## config.mk

```make
export PLATFORM = sky130hd
export DESIGN_NAME = control_fsm
export DESIGN_NICKNAME = d
export VERILOG_FILES = /design/src/rtl/control_fsm.sv
export SDC_FILE = /design/constraint.sdc
export NUM_CORES = 1
export LEC_CHECK = 0
export ABC_AREA = 0
export CAP_MARGIN = 20
export CORE_ASPECT_RATIO = 0.75
export CORE_UTILIZATION = 35
export DETAILED_ROUTE_END_ITERATION = 12
export PLACE_DENSITY_LB_ADDON = 0.12
export SLEW_MARGIN = 10
export SYNTH_ARGS = -nofsm -noshare
export SYNTH_HDL_FRONTEND = slang
export SYNTH_SLANG_ARGS = --single-unit
```

## constraint.sdc

```tcl
create_clock -name clk -period 1.65 [get_ports clk]
set_input_delay 0.33 -clock clk [delete_from_list [all_inputs] [get_ports clk]]
set_output_delay 0.33 -clock clk [all_outputs]
set_load 0.02 [all_outputs]
```

## src/rtl/control_fsm.sv

```systemverilog
// Multi-cycle instruction sequencer for the 16-bit datapath.
// It latches the fetched instruction word into ir, then drives every datapath
// control strobe from the current state and ir.
// Sequences: FETCH -> DECODE -> EXEC for ALU, shift, LUI, branch and jump;
// FETCH -> DECODE -> MEM for STOR;
// FETCH -> DECODE -> MEM -> WB for LOAD.
// There is no back-pressure: memory returns data in the cycle after the
// address is presented, so every state lasts exactly one cycle.
// fsm_state exposes the current state for observation.
module control_fsm #(
    parameter int WIDTH   = 16,
    parameter int REGBITS = 4
) (
    input  logic               clk,
    input  logic               reset,
    input  logic [WIDTH-1:0]   memData,
    output logic [7:0]         instructionOp,
    output logic [7:0]         immediate,
    output logic [REGBITS-1:0] regAddA,
    output logic [REGBITS-1:0] regAddB,
    output logic [3:0]         ALUOp,
    output logic [1:0]         shiftOp,
    output logic [2:0]         busOp,
    output logic               immMUX,
    output logic               regWrite,
    output logic               memWrite,
    output logic               flagWrite,
    output logic [3:0]         flagOp,
    output logic               pcAdd,
    output logic               pcJump,
    output logic               pcBranch,
    output logic               addrSel,
    output logic               illegal,
    output logic [2:0]         fsm_state
);

    typedef enum logic [2:0] {
        S_FETCH  = 3'd0,
        S_DECODE = 3'd1,
        S_EXEC   = 3'd2,
        S_MEM    = 3'd3,
        S_WB     = 3'd4
    } state_t;

    state_t           state;
    state_t           state_next;
    logic [WIDTH-1:0] ir;
    logic [3:0]       opc;
    logic [3:0]       ext;
    logic             mem_op_fetched;

    assign opc = ir[15:12];
    assign ext = ir[7:4];

    // LOAD (ext 0000) and STOR (ext 0100) under opcode 0100 go through MEM.
    // ir is not loaded until the end of DECODE, so this test reads the bus.
    assign mem_op_fetched = (memData[15:12] == 4'b0100) &&
                            ((memData[7:4] == 4'b0000) || (memData[7:4] == 4'b0100));

    // The instruction fields are plain slices of ir.
    assign instructionOp = {ir[15:12], ir[7:4]};
    assign immediate     = ir[7:0];
    assign regAddA       = ir[REGBITS-1:0];
    assign regAddB       = ir[8 +: REGBITS];
    assign fsm_state     = state;

    // State register, plus the instruction register, which loads only in DECODE.
    always_ff @(posedge clk) begin
        if (reset) begin
            state <= S_FETCH;
            ir    <= '0;
        end else begin
            state <= state_next;
            if (state == S_DECODE) begin
                ir <= memData;
            end
        end
    end

    // Next-state logic.
    always_comb begin
        state_next = S_FETCH;
        case (state)
            S_FETCH:  state_next = S_DECODE;
            S_DECODE: state_next = mem_op_fetched ? S_MEM : S_EXEC;
            S_EXEC:   state_next = S_FETCH;
            S_MEM:    state_next = (ext == 4'b0000) ? S_WB : S_FETCH;
            S_WB:     state_next = S_FETCH;
            default:  state_next = S_FETCH;
        endcase
    end

    // Control decode. Outputs depend on state and ir only.
    // Reset forces every output to its idle value so that an aborted
    // instruction cannot leave a strobe behind.
    always_comb begin
        ALUOp     = 4'b0000;
        shiftOp   = 2'b00;
        busOp     = 3'b000;
        immMUX    = 1'b0;
        regWrite  = 1'b0;
        memWrite  = 1'b0;
        flagWrite = 1'b0;
        flagOp    = 4'b0000;
        pcAdd     = 1'b0;
        pcJump    = 1'b0;
        pcBranch  = 1'b0;
        addrSel   = 1'b0;
        illegal   = 1'b0;
        if (!reset) begin
            case (state)
                S_EXEC: begin
                    case (opc)
                        4'h0: begin
                            case (ext)
                                4'h1, 4'h2, 4'h3, 4'h5, 4'h9, 4'hD: begin
                                    ALUOp     = ext;
                                    regWrite  = 1'b1;
                                    flagWrite = 1'b1;
                                    pcAdd     = 1'b1;
                                end
                                4'hB: begin
                                    ALUOp     = ext;
                                    flagWrite = 1'b1;
                                    pcAdd     = 1'b1;
                                end
                                default: begin
                                    illegal = 1'b1;
                                    pcAdd   = 1'b1;
                                end
                            endcase
                        end
                        4'h1, 4'h2, 4'h3, 4'h5, 4'h9, 4'hD: begin
                            immMUX    = 1'b1;
                            ALUOp     = opc;
                            regWrite  = 1'b1;
                            flagWrite = 1'b1;
                            pcAdd     = 1'b1;
                        end
                        4'hB: begin
                            immMUX    = 1'b1;
                            ALUOp     = opc;
                            flagWrite = 1'b1;
                            pcAdd     = 1'b1;
                        end
                        4'h8: begin
                            case (ext)
                                4'h4: begin
                                    busOp    = 3'b001;
                                    regWrite = 1'b1;
                                    pcAdd    = 1'b1;
                                end
                                4'h0, 4'h1: begin
                                    shiftOp  = 2'b01;
                                    immMUX   = 1'b1;
                                    busOp    = 3'b001;
                                    regWrite = 1'b1;
                                    pcAdd    = 1'b1;
                                end
                                4'h6: begin
                                    shiftOp  = 2'b10;
                                    busOp    = 3'b001;
                                    regWrite = 1'b1;
                                    pcAdd    = 1'b1;
                                end
                                default: begin
                                    illegal = 1'b1;
                                    pcAdd   = 1'b1;
                                end
                            endcase
                        end
                        4'hF: begin
                            busOp    = 3'b100;
                            immMUX   = 1'b1;
                            regWrite = 1'b1;
                            pcAdd    = 1'b1;
                        end
                        4'hC: begin
                            immMUX   = 1'b1;
                            flagOp   = ir[11:8];
                            pcBranch = 1'b1;
                        end
                        4'h4: begin
                            case (ext)
                                4'hC: begin
                                    flagOp = ir[11:8];
                                    pcJump = 1'b1;
                                end
                                4'h8: begin
                                    busOp    = 3'b011;
                                    regWrite = 1'b1;
                                    pcJump   = 1'b1;
                                    flagOp   = 4'b1110;
                                end
                                default: begin
                                    illegal = 1'b1;
                                    pcAdd   = 1'b1;
                                end
                            endcase
                        end
                        default: begin
                            illegal = 1'b1;
                            pcAdd   = 1'b1;
                        end
                    endcase
                end
                S_MEM: begin
                    addrSel = 1'b1;
                    // STOR finishes here; LOAD waits one cycle for the read data.
                    if (ext != 4'b0000) begin
                        memWrite = 1'b1;
                        pcAdd    = 1'b1;
                    end
                end
                S_WB: begin
                    addrSel  = 1'b1;
                    busOp    = 3'b010;
                    regWrite = 1'b1;
                    pcAdd    = 1'b1;
                end
                default: begin
                end
            endcase
        end
    end

endmodule

```

[Word-level counts from Yosys, hierarchy flattened]
Index checks and enable logic that the tools add are counted.
W data, S select, Z words.
Word-level totals
  bits of input ports: 18
  bits in latches: 0
  flip-flop bits (word level): 19
  memories: 0
  memory bits (read-only): 0
  memory bits (writable): 0
  output and inout bits: 49
  word-level logic and storage cells: 101
Cells by class
  reductions and logical operators: 16
  eq/ne operators: 28
  add/sub/neg operators: 0
  magnitude comparators: 0
  shift operators: 0
  bitwise logic cells: 0
  $mul: 0
  div/mod/pow operators: 0
  muxes and demuxes: 55
Operator list (count)
  $eq A4 B4 Y1 const B: 11
  $mux W1: 30
  $eq A4 B3 Y1 const B: 7
  $pmux W4 S2: 3
  $reduce_or A7 Y1: 3
  $mux W4: 5
  $pmux W3 S3: 2
  $eq A4 B2 Y1 const B: 4
  $logic_not A4 Y1: 3
  $reduce_or A9 Y1: 1
  $eq A4 B1 Y1 const B: 2
  $mux W2: 4
  $pmux W1 S2: 4
  $pmux W1 S4: 2
  $eq A3 B2 Y1 const B: 2
  $mux W3: 2
  $pmux W3 S2: 1
  $reduce_or A2 Y1: 3
  $reduce_or A6 Y1: 1
  $pmux W2 S2: 1
  $reduce_bool A4 Y1: 1
  $reduce_or A4 Y1: 1
  $eq A3 B1 Y1 const B: 1
  $eq A3 B3 Y1 const B: 1
  4 further kinds: 4

[Depth between registers and ports, before layout]
  word-level depth: 6
  mapped depth: 6
  depth with buffers taken out: 4

[Worst setup path after synthesis]
No wires, ideal clock.
  kind: reg2out
  from: register state[0] (netlist: fsm_state[0])
  to: output port shiftOp[0]
  path buffers: 1
  data arrival time: 1793 ps
  required time: 1320 ps
  cell stages (with the launch flop): 6
  setup slack: -473 ps
  path through: dfxtp_1 buf_6 nor4b_4 nand2_1 or4_4 nor4_2
On the way
  word-level cells in the longest chain between the ends: 3
Ends and longest elaborated chain
  start: declaration: line 45  | state_t state;
  start signal: assignment: line 73  | state <= state_next;
  $eq A3 B2 Y1: line 111  | case (state)
  $mux W2: line 111
  $mux W2: line 110  | if (!reset) begin
  end: declaration: line 22  | output logic [1:0] shiftOp,
No other way between the ends.

[Worst setup path after layout]
Same ends and word-level chain as after synthesis.

==> results.md <==
* Yosys warning count at 0
* CP Buf/Inv Count at 1
* Routability cong. at roughly 0.88
* Worst reg2reg path depth at 7
* Post-route cell area at between 2000 and 3000 sq um
* Post-synth EDFFs at 0
* Antenna cells at 0
* Row count at 18
* Crit path cell chain: nor4b_4 -> nand2_2 -> or4_4 -> nor4_4 -> buf_4
* Initial antenna violation count at 0
* Clock Sinks at 19
* Largest net degree at the start of global routing at 17
* Via count at 1,792
* Critical Path RT at between 1 and 1.5 ns
* Crit end category: output port
* Detail Placement HPWL at ~3.3 mm
* Comb power frac at 0.439
* Cell count after synthesis at about 180
* WHS Path Cells at 2
* RSZ-0062 raised after global routing: yes
* Critical Path Source Type: flip-flop
* Pwr/cell area at around 570 nW/um^2
* Syn nets at 202
* Via density at about 5.5
* Reg2reg start: fsm_state[1]
* Root buffer cell: clkbuf_8
* Yosys reg bits at 19
* DR WL/cell at 17.21 microns
* Most frequent cells in the layout: buf_4, nand2_1, buf_6, clkdlybuf4s50_1, a21oi_1
* Tcrit/Tclk final at 1.335
* Grt ovf at 0
* Hold path startpoint: ir[3]
* Die Area at ~3800 sq um
* Initial Utilization at 0.3751
* Worst-Skew Late Latency at approximately 0.26 ns
* Status: finished, violations left
* Placed cell areas at 2237 sq um
* Busiest grt layer: met2
* Final hold viol count at 0
* Reg clk slew, reported paths at 0.07 ns
* CTS tree: done
* Max_slew headroom at 0.6154
* DRT iter0 DRCs at 149
* Wirelength, routed at 5.629 mm
* Family with the most delay on the worst path: simple AND/OR/NAND/NOR gates
* Slowest CP cell: or4_4
* Num ports at 67
* Commonest non-fill, non-tap cell in the layout: buf_4
* Sw frac at 0.3633
* Seq/Total Area, Yosys at 0.3022
* Worst Path Arrival at between 1.5 and 2 ns
* Max Clock Freq at 0.4538 GHz
* GR Util met3 at 0.06554
* Clock power frac at 0.211
* Worst slew pin tran at about 0.58 ns
* Worst R2R Setup Slack at 0.12 ns
* Global-route wire length before repair at just over 8 mm
* WHS Endpoint: ir[3]
* Share of cells above drive strength 1 at 0.5052
* Die H at around 54 microns
* Seq pwr share at 0.351
* M2 GR Usage at 0.5159
* Syn_area_per_cell at around 6.8 sq um
* Vias in the first global route at approximately 1.6k
* Peak supply drop at a little under 600 uV
* PortBufs at 66
* Number of iterations in the first detailed-routing pass at 8
* GRT Util Overall at 0.2812
* Int Pwr at ~0.001 W
* Max Cap Viol at 0
* Reg2reg end: ir[15]
* Clock Skew at between 0.002 and 0.0025 ns
* Leakage at roughly 1.1 nW
* CTS Buf Count at 3
* Core area at approximately 3400 sq um
* Hold Path Class: reg -> reg
* Pins Over Slew Limit at 0
* Drt drc at 4
* GR Util met1 at 0.3386
* # setup viols final at 22
* CTS H-tree depth at 1
* Worst Setup Slack, final at -0.5535 ns
* CP peak stage delay at 0.54 ns
* Fillcell total at about 210
* Place WS at -1.249 ns
* Psw at 0.0005637 W
* Ys async rst share at 0
* Layout area overhead at 115.7%
* Ys flop type: dfxtp_1
* CP Class: reg -> out
* Die extent in x at just over 70 microns
* Failing checks: DRC, setup timing
* Area of the mapped netlist at about 1300 sq um
* DRT antenna net count at 0
* Crit path time final at between 2 and 2.5 ns
* NumNets Final at between 300 and 400
* Max clock buf depth at 2
* CP Max Fanout at 2
* Library cells used by synthesis at 35
## power groups by stage
| stage | clock [W] | sequential [W] | combinational, W |
|---|---|---|---|
| 6_report | 0.000327 | 0.000544 | 0.000681 |
| 2_1_floorplan | 0 | 0.000571 | 0.000273 |
| 5_1_grt | 0.000353 | 0.000547 | 0.000719 |
| 4_1_cts | 0.000331 | 0.000537 | 0.000605 |
| 3_3_place_gp | 0 | 0.000543 | 0.000529 |
| 3_5_place_dp | 0 | 0.000545 | 0.000542 |
## metrics by stage
step / TNS, ns / std cells / hold WS (ns) / power (W) / utilization
5_1_grt: -7.885 / 327 / 0.5033 / 0.001620 / 0.8091
2_1_floorplan: -1.477 / 184 / 0.3999 / 0.0008441 / -
3_3_place_gp: -19.40 / 307 / 0.4554 / 0.001072 / 0.6667
3_5_place_dp: -19.99 / 307 / 0.4629 / 0.001087 / 0.6667
4_1_cts: -6.148 / 321 / 0.4702 / 0.001473 / 0.7573
6_report: -6.457 / 327 / 0.4657 / 0.001551 / 0.8091
## what timing repair did
| action | in CTS | in global routing |
|---|---|---|
| hold buffers | 0 | 0 |
| resized for setup | 191 | 35 |
| setup endpoints to repair | 37 | 23 |
| buffers inserted | 9 | 8 |
| pin swaps | 15 | 18 |
| gates cloned | 1 | 0 |
## cell usage after synthesis (3+ instances only)
| cell type | count | area, sq um |
|---|---|---|
| inv_1 | 6 | 22.52 |
| nor3_1 | 3 | 15.01 |
| a21oi_1 | 26 | 130.1 |
| nor2_1 | 15 | 56.30 |
| nor3b_1 | 3 | 22.52 |
| nand2_1 | 47 | 176.4 |
| buf_4 | 8 | 60.06 |
| o21a_1 | 4 | 30.03 |
| o21ai_0 | 4 | 20.02 |
| dfxtp_1 | 19 | 380.4 |
| clkbuf_1 | 12 | 45.04 |
| nand3_1 | 7 | 35.03 |
## final cells by class
cell class,count,area (sq um),share of cell area
timing repair buffer,122,1159,0.4267
clock buffer,4,45.04,0.01659
inverter,6,22.52,0.008295
sequential,19,404.1,0.1488
tap,40,50.05,0.01843
multi-input combinational,136,1035,0.3811
## worst register-to-register path: cells and delay by family, from the launching register on
kind,cells,cell delay [ns]
flops,1,0.32
simple gates,3,0.49
buf+inv,3,0.48
compound gates,1,0.17
## worst max-delay path by stage
stage	from	slack, ns	depth (start not counted)	end
finish	fsm_state[0]	-0.55	5	shiftOp[0]
global route	fsm_state[0]	-0.67	5	shiftOp[1]
CTS	fsm_state[2]	-0.59	5	shiftOp[0]
detailed placement	reset	-1.25	6	shiftOp[0]
global placement	reset	-1.21	6	shiftOp[1]
floorplan	fsm_state[0]	-0.36	5	shiftOp[0]
## flip-flops by register name, summed over array words and instances, names as in the netlist
name / count
fsm_state: 3
ir: 16
## logic make-up (layout without fill, tap and decap cells)
group	Yosys count	count (layout)	share of synthesized area
buffers and inverters	29	132	0.1183
AOI/OAI and AO/OA	48	48	0.2306
and+or+nand+nor	87	87	0.3409
DFF	19	19	0.3022
muxes	1	1	0.007953
## metal layers
| metal | part of all wire | routed length, microns |
|---|---|---|
| met3 | 0.073 | 411 |
| met4 | 0.013 | 75 |
| met5 | 0 | 0 |
| met2 | 0.50 | 2823 |
| met1 | 0.41 | 2319 |
(Power assumes the default switching activity.)
==> variant: new RTL, config.mk and constraints unchanged <==
Set the parameter `REGBITS` to 5 (it was 4).
--- a/src/rtl/control_fsm.sv
+++ b/src/rtl/control_fsm.sv
@@ -10,5 +10,5 @@
 module control_fsm #(
     parameter int WIDTH   = 16,
-    parameter int REGBITS = 4
+    parameter int REGBITS = 5
 ) (
     input  logic               clk,
Ports: changed (resized regAddA and regAddB); port bits go from 67 to 69. The function was not compared with the original's and may differ.
==> variant against the unedited design <==
  * Via count down 1.6%
  * Worst setup slack lost 0.061 ns
  * Area after synthesis up 1.2%
  * Total power is 1.2% higher
  * Critical endpoint unchanged
  * Synthesized cell count is 1.1% higher
  * Final cell count up 1.8%
  * The flow finishes with violations (negative setup slack)
  * Register-to-register slack improved by 0.14 ns
  * Critical path depth did not move
  * Clock skew is 0.0031 ns higher
  * Design area rose by 1.6%
  * Sequential cell count stayed put
  * Wire length shrank 4.9%
  * Global-route usage down 1.3 points
  * Critical path type unchanged
  * Utilization increased by 0.76 points
  * Largest cell class unchanged
==> variant: results (changes against the unedited design) <==
synth_mux_area_share_pct: 0.786  # was 0.795%
drt_iter0_drc: 70  # was 149
dp_cells: 311  # was 307
relSlewSlack_pct: 60.5  # was 61.5%
swShare_pct: 35.9  # was 36.3%
synth_compound_area_share_pct: 22.8  # was 23.1%
violations: "negative setup slack"  # was design-rule violations, negative setup slack
fin_skew_ns: 0.00525  # was 0.00220 ns
grt_pass1_wl_um: 7910  # was 8140 µm
yosysSeqAreaShare_pct: 29.9  # was 30.2%
r2r-end: "ir[13]"  # was ir[15]
outcome: "complete, but fails checks"  # unchanged
rr_startpoint: "fsm_state[2]"  # was fsm_state[1]
r2r_slack_ns: 0.26  # was 0.12 ns
grt_pass1_vias: 1625  # was 1634
totalWireLength_um: 5350  # was 5630 µm
vias_per_cell: 5.29  # was 5.48
syn-num-nets: 204  # was 202
synthTopCellsByArea: "dfxtp_1 30%, nand2_1 14%, a21oi_1 10%, buf_4 5.9%, nor2_1 4.4%"  # was dfxtp_1 30%, nand2_1 14%, a21oi_1 10%, buf_4 4.8%, nor2_1 4.5%
final-setup-viol-count: 22  # unchanged
port_buffers: 68  # was 66
cp.arrival_ns: 1.93  # was 1.87 ns
placed_cell_area_um2: 2260  # was 2240 µm²
drt_first_pass_iters: 4  # was 8
power_sequential_uw: 536  # was 544 µW
vias: 1763  # was 1792
reg2regPathDepth: 5  # was 7
grt.total_usage_pct: 26.8  # was 28.1%
final.setup.worst_slack_ns: -0.615  # was -0.553 ns
drive_gt1_share_pct: 50.2  # was 50.5%
timing.hold.ws_ns: 0.468  # was 0.466 ns
## variant: repair_timing
item                                    4_1_cts  5_1_grt
pin swaps                                    19       14
setup buffers                                16        7
gates resized for setup                     208       24
endpoints found under the setup margin       40       25
gates cloned                                  1        0
## variant: cell type report
class,instances,area [µm²]
fillers,210,619
flip-flops and latches,19,402
clock buffers,4,45.0
multi-input cells,136,1030
well taps,40,50.0
repair buffers,128,1210
inverters,6,22.5
## variant: worst min path at each step
stage	from	to	cells after the start
after floorplan	reset	fsm_state[1]	1
after global placement	ir[1]	ir[1]	2
final	ir[3]	ir[3]	2
after global routing	ir[1]	ir[1]	2
after CTS	ir[3]	ir[3]	2
after detailed placement	ir[3]	ir[3]	2
## variant: per-layer routing
layer,vias up,share of wire (%),track usage (%),wire (µm)
met4,0,0.58,3.92,31
met2,71,50,47.0,2680
met5,-,0,0,0
li1,847,-,-,-
met1,841,43,34.8,2310
met3,4,6.0,6.26,322
